<file path="src/rtl/pic_irq_ctrl.sv">
// pic_irq_ctrl: parametrised 8259-style interrupt controller with IRR/ISR/IMR,
// fully nested fixed or rotating priority, edge/level triggering and auto-EOI.
// Ports:
//   clk_i, rst_i        clock, synchronous active-high reset
//   cs_i, wr_i, rd_i    register bus strobes (wr/rd qualified by cs)
//   a_i, din_i, dout_o  register address, write data, registered read data
//   ir_i                interrupt request lines (synchronous to clk_i)
//   int_o               registered interrupt request to the CPU
//   inta_i              one-cycle acknowledge from the CPU
//   vec_o, vec_valid_o  vector returned the cycle after inta_i
module pic_irq_ctrl #(
   parameter int NUM_IR = 8,
   parameter int DW     = 8
) (
   input  logic              clk_i,
   input  logic              rst_i,
   input  logic              cs_i,
   input  logic              wr_i,
   input  logic              rd_i,
   input  logic [1:0]        a_i,
   input  logic [DW-1:0]     din_i,
   output logic [DW-1:0]     dout_o,
   input  logic [NUM_IR-1:0] ir_i,
   output logic              int_o,
   input  logic              inta_i,
   output logic [DW-1:0]     vec_o,
   output logic              vec_valid_o
);

   localparam int IDW = (NUM_IR > 1) ? $clog2(NUM_IR) : 1;

   // (l + 1) mod NUM_IR without a divider
   function automatic logic [IDW-1:0] nxt(input logic [IDW-1:0] l);
      if (int'(l) == NUM_IR - 1) return '0;
      return l + 1'b1;
   endfunction

   // Highest-priority set bit of v when level p ranks first: {found, level}
   function automatic logic [IDW:0] top(input logic [NUM_IR-1:0] v,
                                        input logic [IDW-1:0]    p);
      logic           f;
      logic [IDW-1:0] l;
      logic [IDW-1:0] r;
      f = 1'b0;
      r = '0;
      l = p;
      for (int k = 0; k < NUM_IR; k++) begin
         if (!f && v[l]) begin
            f = 1'b1;
            r = l;
         end
         l = nxt(l);
      end
      return {f, r};
   endfunction

   // Distance of level l from the top-priority level p (0 = highest)
   function automatic logic [IDW-1:0] rank(input logic [IDW-1:0] l,
                                           input logic [IDW-1:0] p);
      if (l >= p) return l - p;
      return IDW'(int'(l) + NUM_IR - int'(p));
   endfunction

   logic [2:0]        ctrl_q, ctrl_d;
   logic [DW-1:IDW]   base_q, base_d;
   logic [NUM_IR-1:0] imr_q, imr_d;
   logic [NUM_IR-1:0] irr_q, irr_d;
   logic [NUM_IR-1:0] isr_q, isr_d;
   logic [NUM_IR-1:0] ir_q;
   logic [IDW-1:0]    ptr_q, ptr_d;
   logic              int_q, int_d;
   logic [DW-1:0]     dout_q, dout_d;
   logic [DW-1:0]     vec_q, vec_d;
   logic              vv_q, vv_d;

   logic              ltim, aeoi, rot;
   logic [IDW-1:0]    pp;
   logic              win_f, isr_f;
   logic [IDW-1:0]    win_l, isr_l;
   logic              we, re, ack;
   logic [IDW-1:0]    eoi_l;

   assign ltim = ctrl_q[0];
   assign aeoi = ctrl_q[1];
   assign rot  = ctrl_q[2];
   assign pp   = rot ? ptr_q : '0;

   assign {win_f, win_l} = top(irr_q & ~imr_q, pp);
   assign {isr_f, isr_l} = top(isr_q, pp);

   assign we    = cs_i & wr_i;
   assign re    = cs_i & rd_i;
   assign ack   = inta_i & win_f;
   assign eoi_l = din_i[IDW-1:0];

   always_comb begin
      ctrl_d = ctrl_q;
      base_d = base_q;
      imr_d  = imr_q;
      irr_d  = irr_q;
      isr_d  = isr_q;
      ptr_d  = ptr_q;
      dout_d = dout_q;
      vec_d  = vec_q;
      vv_d   = 1'b0;

      // Full nesting: an in-service level of equal or higher rank blocks
      int_d = win_f & (~isr_f | (rank(win_l, pp) < rank(isr_l, pp)));

      if (re) begin
         unique case (a_i)
            2'd0: dout_d = DW'(ctrl_q);
            2'd1: dout_d = DW'(isr_q);
            2'd2: dout_d = DW'(imr_q);
            2'd3: dout_d = DW'(irr_q);
         endcase
      end

      if (ltim) begin
         irr_d = ir_i;
      end else begin
         if (ack) irr_d[win_l] = 1'b0;
         // a fresh edge overrides the acknowledge clear
         irr_d = irr_d | (ir_i & ~ir_q);
      end

      if (we && a_i == 2'd3) begin
         if (din_i[6]) begin
            if (|isr_q && int'(eoi_l) < NUM_IR) begin
               isr_d[eoi_l] = 1'b0;
               if (rot) ptr_d = nxt(eoi_l);
            end
         end else if (din_i[7] && isr_f) begin
            isr_d[isr_l] = 1'b0;
            if (rot) ptr_d = nxt(isr_l);
         end
      end

      // Acknowledge after EOI so a same-bit set wins
      if (ack) begin
         if (!aeoi) isr_d[win_l] = 1'b1;
         else if (rot) ptr_d = nxt(win_l);
      end

      if (inta_i) begin
         vv_d  = 1'b1;
         vec_d = {base_q, win_f ? win_l : IDW'(NUM_IR - 1)};
      end

      // Register writes last: a CTRL write clears state over everything
      if (we) begin
         unique case (a_i)
            2'd0: begin
               ctrl_d = din_i[2:0];
               irr_d  = '0;
               isr_d  = '0;
               ptr_d  = '0;
            end
            2'd1: base_d = din_i[DW-1:IDW];
            2'd2: imr_d  = din_i[NUM_IR-1:0];
            2'd3: ;
         endcase
      end
   end

   always_ff @(posedge clk_i) begin
      if (rst_i) begin
         ctrl_q <= '0;
         base_q <= '0;
         imr_q  <= '0;
         irr_q  <= '0;
         isr_q  <= '0;
         ptr_q  <= '0;
         ir_q   <= '1;
         int_q  <= 1'b0;
         dout_q <= '0;
         vec_q  <= '0;
         vv_q   <= 1'b0;
      end else begin
         ctrl_q <= ctrl_d;
         base_q <= base_d;
         imr_q  <= imr_d;
         irr_q  <= irr_d;
         isr_q  <= isr_d;
         ptr_q  <= ptr_d;
         ir_q   <= ir_i;
         int_q  <= int_d;
         dout_q <= dout_d;
         vec_q  <= vec_d;
         vv_q   <= vv_d;
      end
   end

   assign dout_o      = dout_q;
   assign int_o       = int_q;
   assign vec_o       = vec_q;
   assign vec_valid_o = vv_q;

endmodule
</file>
<file path="config.mk">
export PLATFORM = sky130hd
export DESIGN_NAME = pic_irq_ctrl
export DESIGN_NICKNAME = d
export VERILOG_FILES = /design/src/rtl/pic_irq_ctrl.sv
export SDC_FILE = /design/constraint.sdc
export NUM_CORES = 1
export LEC_CHECK = 0
export CORE_AREA = 2 2 105 107
export DETAILED_ROUTE_END_ITERATION = 8
export DIE_AREA = 0 0 107 109
export PLACE_DENSITY_LB_ADDON = 0.08
export SKIP_LAST_GASP = 1
export SLEW_MARGIN = 20
export SYNTH_ARGS = -nofsm -noshare
export SYNTH_HDL_FRONTEND = slang
export SYNTH_SLANG_ARGS = --single-unit
</file>
<file path="constraint.sdc">
create_clock -name clk_i -period 6.6 [get_ports clk_i]
set_input_delay 1.32 -clock clk_i [delete_from_list [all_inputs] [get_ports clk_i]]
set_output_delay 1.32 -clock clk_i [all_outputs]
set_load 0.005 [all_outputs]
</file>
==> flow_summary.json, run 1 <==
{
  "synthArstFlopShare_pct": 0,
  "place_congestion": 0.9213,
  "wl_per_cell_um": 21.01,
  "post-route-util_pct": 54.84,
  "via_per_inst": 6.280,
  "worst_slack_ns": 1.213,
  "final_cell_mix": "nand2_1 (67), dfxtp_1 (61), nor2_1 (53)",
  "final_common_cell": "nand2_1",
  "synth_edf_count": 0,
  "wl_um": 16300,
  "ys_top_cells_by_area": "dfxtp_1 (24%), mux4_2 (9.2%), mux2i_1 (8.2%)",
  "rsz0062_at_grt": "no",
  "nNetsFinal": 669,
  "yosys.area.top_type": "dfxtp_1",
  "root_buffer": "clkbuf_8",
  "syn_inst": 604,
  "hold_viol": 0,
  "cts.htree.levels": 3,
  "worst_setup_path_start_kind": "register",
  "start_util_pct": 48.23,
  "min_path_type": "register to register",
  "die_x_um": 107,
  "crit_arrival_ns": 5.66,
  "yosysWarnings": 0,
  "synth_top_cell_area_share_pct": 23.88,
  "cts_buffer_depth": 2,
  "firstDrtPassIters": 5,
  "die_h_um": 109,
  "setup_tns_ns": 0,
  "drc_errors": 0,
  "fillCellCount": 988,
  "ys_seq_elements": 61,
  "die_area_um2": 11660,
  "clock_skew_ns": 0.009177,
  "grt_max_degree": 45,
  "fin_crit_sh_pct": 81.62,
  "cts_tree": "done",
  "diodes": 0,
  "post-cts-setup-buffers": 0,
  "final_layout_size_suffix_gt1_share_pct": 14.31,
  "worst_slew_pin_slew_ns": 0.7982,
  "cts_hold_buf": 0,
  "max_stage_delay_ns": 0.70,
  "synthToLayoutAreaGrowth_pct": 13.70,
  "timing.final.max_slew_violations": 0,
  "vdd_ir_drop_max_mv": 0.1557,
  "clock_latency_ns": 0.34,
  "ys_types": 84,
  "cts_sinks": 61,
  "maxSlewHeadroom_pct": 46.40,
  "cp.required_ns": 6.87,
  "fmaxAchievable_mhz": 185.6,
  "num_rows": 38,
  "pre_cts_ws_ns": 1.276,
  "grt-ovfl-total": 0,
  "power_density_nw_per_um2": 175.9,
  "grt_pass1_wl_um": 25870,
  "hpwl_um": 12130,
  "dr_total_vias": 4873,
  "syn_nets": 642,
  "avgSynthCellArea_um2": 8.466,
  "clk_pin_slew_ns": 0.07,
  "crit_fanout": 21,
  "drtIter0Drc": 349,
  "crit_path_end_kind": "register",
  "fin_crit_ns": 5.387,
  "holdWs_ns": 0.4669,
  "ios": 42,
  "leakage_nw": 2.321,
  "cap_viol_max_count": 0,
  "crit_path_cell_trace": "nand2_1, inv_2, ha_1, xnor2_1, xnor3_1, mux2i_1, a21o_1, nor4_4, a21boi_0, o22a_1, inv_1, fa_1, xnor2_1, xnor2_1, ha_1, a221o_1, a31oi_1",
  "yosysSeqAreaShare_pct": 23.88,
  "netlist_area_um2": 5114,
  "cts_resized": 0,
  "cpMaxStageDelayCell": "dfxtp_1",
  "postRouteAntennaNets": 0,
  "crit_top_cell": "xnor2_1",
  "grt_pass1_vias": 4655,
  "status": "finished clean",
  "setup_viol": 0,
  "yosys_most_used_dff": "dfxtp_1",
  "port_buffers": 41,
  "grtUsageTotal_pct": 29.04,
  "core_region_area_um2": 10600,
  "antenna_found_initial": 0,
  "cts_buffers": 9,
  "path_class": "register to register"
}
[state kept, by name (all words and copies together) (netlist names)]
register and flops:
irr_q 8, vec_o 8, isr_q 8, int_o 1, vec_valid_o 1, imr_q 8
base_q 5, ir_q 8, ctrl_q 3, ptr_q 3, dout_o 8
[per-layer routing]
metal | up-vias | part of all wire (%) | routed length [µm] | track usage [%]
met2 | 185 | 48 | 7807 | 48.00
met1 | 2335 | 44 | 7140 | 38.61
met4 | 0 | 3.4 | 557 | 11.50
met3 | 46 | 4.9 | 794 | 3.885
li1 | 2307 | - | - | -
met5 | - | 0 | 0 | 0
[cell usage after synthesis, types with 3 or more instances]
| cell type | n |
|---|---|
| nor4_1 | 5 |
| xnor2_1 | 9 |
| a21boi_0 | 5 |
| a22o_1 | 4 |
| o211ai_1 | 9 |
| a211oi_1 | 6 |
| a31o_2 | 3 |
| a2111oi_0 | 3 |
| a21oi_1 | 38 |
| clkbuf_1 | 19 |
| buf_1 | 3 |
| nand2_1 | 67 |
| or4_1 | 4 |
| o311ai_1 | 4 |
| ha_1 | 12 |
| nand4_1 | 3 |
| inv_2 | 4 |
| a21o_1 | 4 |
| o21ai_0 | 24 |
| and3_1 | 8 |
| o22ai_1 | 6 |
| mux2_2 | 14 |
| dfxtp_1 | 61 |
| mux4_2 | 21 |
| nand3_1 | 10 |
| and2_1 | 5 |
| inv_1 | 26 |
| a221oi_1 | 12 |
| nor2_1 | 53 |
| buf_2 | 10 |
| nor3_1 | 11 |
| nor2b_1 | 6 |
| nand2b_1 | 14 |
| a31oi_1 | 5 |
| mux2i_1 | 42 |
| or2_2 | 10 |
[worst max-delay path, delay by kind of cell, from the launching register on]
family	cells	cell delay [ns]
adder cells (fa/ha/maj)	3	0.98
AO/OA/AOI/OAI	5	1.29
multiplexers	1	0.17
XOR/XNOR	4	0.99
AND/OR/NAND/NOR	2	0.65
flip-flops	1	0.70
buffers and inverters	2	0.51
[stage by stage]
stage / area, µm² / power, mW / instances
2_1_floorplan: 5114 / 0.5878 / 604
3_3_place_gp: 5612 / 0.6821 / 760
3_5_place_dp: 5612 / 0.6849 / 760
4_1_cts: 5814 / 1.023 / 776
5_1_grt: 5814 / 1.072 / 776
6_report: 5814 / 1.023 / 776
[area by class of cell]
| class | count | area [µm²] | share of cell area (%) |
|---|---|---|---|
| Clock buffer | 13 | 158.9 | 2.733 |
| Clock inverter | 3 | 43.79 | 0.7532 |
| Inverter | 31 | 116.4 | 2.001 |
| Multi-Input combinational cell | 477 | 3613 | 62.15 |
| Sequential cell | 61 | 1221 | 21.00 |
| Tap cell | 140 | 175.2 | 3.013 |
| Timing Repair Buffer | 51 | 485.5 | 8.349 |
[power breakdown]
part           total (mW)  internal, mW  switching [mW]
sequential          0.406         0.386          0.0200
combinational       0.277         0.116           0.162
clock               0.339         0.195           0.144
[path summary, 6_finish.rpt]
path	cells past startpoint	endpoint	slack (ns)	startpoint
min reg2reg	2	dout_o[1]	0.47	dout_o[1]
min	2	dout_o[1]	0.47	dout_o[1]
max reg2reg	17	int_o	1.21	ctrl_q[2]
max	17	int_o	1.21	ctrl_q[2]
[cell families (layout without fill, tap and decap cells)]
logic type                 Yosys count  in the layout  share of synthesized area, %
AOI/OAI and AO/OA                  160            160                         22.24
xor gates and xnor gates            13             13                         3.058
adders and majority gates           14             14                         3.719
buffers and inverters               66             98                         5.456
DFF                                 61             61                         23.88
muxes                               78             78                         20.82
and+or+nand+nor                    212            212                         20.82
Note: power is estimated with default switching activity, not from simulation.
==> run 2: changes to the inputs <==
Clock period 6.6 ns to 4.4 ns, I/O delays scaled along.
==> run 2 against run 1 <==
Global-route usage increased by 0.50 points. Highest routed layer unchanged. Critical path type unchanged. Flip-flop and latch count unchanged. Design area increased by 7.5%. Die area unchanged. Sequential power increased by 49%. Clock power increased by 80%. First-iteration DRC count decreased by 0.29%. Fmax increased by 28%. Non-clock buffer count increased by 36. Combinational power increased by 71%.
==> flow_summary.json, run 2 (synthesis results as in run 1) <==
{
  "status": "finished clean",
  "fin_crit_ns": 4.217,
  "cts_buffers": 9,
  "ios": 42,
  "worst_slew_pin_slew_ns": 0.6990,
  "path_buf_inv": 3,
  "cts_hold_buf": 0,
  "cts_tree": "done",
  "grt_pass1_wl_um": 26390,
  "synthToLayoutAreaGrowth_pct": 22.22,
  "p_clk_share_pct": 36.1,
  "finalNonFillerCells": 812,
  "worst_slack_ns": 0.1828,
  "wl_per_cell_um": 20.71,
  "num_rows": 38,
  "maxSlewHeadroom_pct": 52.91,
  "cpMaxStageDelayCell": "fa_2",
  "die_x_um": 107,
  "p_sw_mw": 0.5263,
  "firstDrtPassIters": 5,
  "setup_viol": 0,
  "port_buffers": 41,
  "combPwrFrac_pct": 28.1,
  "die_area_um2": 11660,
  "drc_errors": 0,
  "start_util_pct": 48.23,
  "cap_viol_max_count": 0,
  "final_common_cell": "nand2_1",
  "setup_tns_ns": 0,
  "p_int_mw": 1.162,
  "clock_skew_ns": 0.004113,
  "timing.final.max_slew_violations": 0,
  "fmaxAchievable_mhz": 237.1,
  "final_cell_mix": "nand2_1 (66), dfxtp_1 (59), nor2_1 (52)",
  "grt_max_degree": 41,
  "reg2reg_slack_ns": 0.18,
  "dr_total_vias": 5115,
  "crit_fanout": 4,
  "hold_viol": 0,
  "pwr-share-seq_pct": 35.9,
  "pre_cts_ws_ns": 0.06063,
  "min_path_type": "register to register",
  "crit_arrival_ns": 4.50,
  "worst_setup_path_start_kind": "register",
  "vdd_ir_drop_max_mv": 0.3579,
  "power_density_nw_per_um2": 270.1,
  "path_class": "register to register",
  "wl_um": 16810,
  "clk_pin_slew_ns": 0.07,
  "crit_path_end_kind": "register",
  "cts_buffer_depth": 2,
  "rsz0062_at_grt": "no",
  "cp_top_family": "adder cells",
  "fin_crit_sh_pct": 95.84,
  "grtUsageTotal_pct": 29.54,
  "dpl-instance-area_um2": 5904,
  "drtIter0Drc": 348,
  "cp.required_ns": 4.68,
  "grt_pass1_vias": 4817,
  "crit_path_cell_trace": "nand2_1, inv_2, ha_4, xnor2_4, xnor3_2, mux4_2, nor3_4, nand4_1, a22oi_4, inv_2, ha_2, fa_2, inv_1, ha_1, a21oi_2, o31ai_2, a31oi_1",
  "postRouteAntennaNets": 0,
  "clock_latency_ns": 0.35,
  "place_congestion": 0.9342,
  "fillCellCount": 970,
  "post-route-util_pct": 58.95,
  "crit_top_cell": "inv_2",
  "diodes": 0,
  "design_area_um2": 6250,
  "leakage_nw": 2.528,
  "core_region_area_um2": 10600,
  "via_per_inst": 6.299,
  "antenna_found_initial": 0,
  "place_inst": 790,
  "die_h_um": 109,
  "grt-ovfl-total": 0,
  "hpwl_um": 12730,
  "nNetsFinal": 705,
  "cts.htree.levels": 3,
  "final_layout_size_suffix_gt1_share_pct": 21.58,
  "cts_sinks": 61,
  "max_stage_delay_ns": 0.55,
  "root_buffer": "clkbuf_8",
  "swShare_pct": 31.17
}
==> run 2: changes by cell type in the layout (fill, tap and decap cells not counted), sizes merged <==
cell	previous run	this run
clkbuf	13	10
clkinvlp	0	1
buf	10	46
bufinv	1	3
==> run 2: worst paths after layout <==
check                 start         to  depth (start not counted)
setup / recovery   ptr_q[0]      int_o                         17
hold / removal    dout_o[1]  dout_o[1]                          2
setup reg to reg   ptr_q[0]      int_o                         17
hold reg to reg   dout_o[1]  dout_o[1]                          2
==> run 2: power by group through the flow <==
| stage | logic [mW] | clock network (mW) | registers, mW |
|---|---|---|---|
| 2_1_floorplan | 0.278 | 0 | 0.607 |
| 3_3_place_gp | 0.446 | 0 | 0.617 |
| 3_5_place_dp | 0.452 | 0 | 0.618 |
| 4_1_cts | 0.455 | 0.621 | 0.605 |
| 5_1_grt | 0.511 | 0.638 | 0.608 |
| 6_report | 0.474 | 0.609 | 0.606 |
==> run 2: routing by layer <==
metal	GRT usage, %	up-vias	wire length, µm	share of wire (%)
li1	-	2392	-	-
met1	39.01	2427	7174	43
met2	47.36	243	7870	47
met3	4.543	53	1116	6.6
met4	14.38	0	652	3.9
met5	0	-	0	0
==> run 2: worst register-to-register path, stage by stage (launching register included) <==
cell,delay (ns)
dfxtp_1,0.40
nand2_1,0.16
inv_2,0.13
ha_4,0.17
xnor2_4,0.12
xnor3_2,0.51
mux4_2,0.50
nor3_4,0.26
nand4_1,0.17
a22oi_4,0.19
inv_2,0.07
ha_2,0.18
fa_2,0.55
inv_1,0.04
ha_1,0.31
a21oi_2,0.16
o31ai_2,0.08
a31oi_1,0.16
==> run 2: cell type report <==
type / instances / area (µm²) / share of cell area [%]
well taps: 140 / 175.2 / 2.803
clock buffers: 10 / 127.6 / 2.042
multi-input cells: 477 / 3724 / 59.58
repair buffers: 87 / 759.5 / 12.15
clock inverters: 6 / 111.4 / 1.782
inverters: 31 / 126.4 / 2.022
flip-flops and latches: 61 / 1226 / 19.62
==> run 2: metrics by stage <==
stage	hold slack, ns	power, mW
after floorplan	0.4410	0.8852
after global placement	0.4513	1.063
after detailed placement	0.4578	1.069
after CTS	0.4680	1.681
after global routing	0.4810	1.758
final	0.4650	1.688
==> run 2: timing repair <==
item                       in CTS  in global routing
buffers inserted                0                  6
gates resized for setup         0                 14
hold endpoints to repair        0                  0
setup endpoints to repair       0                  2
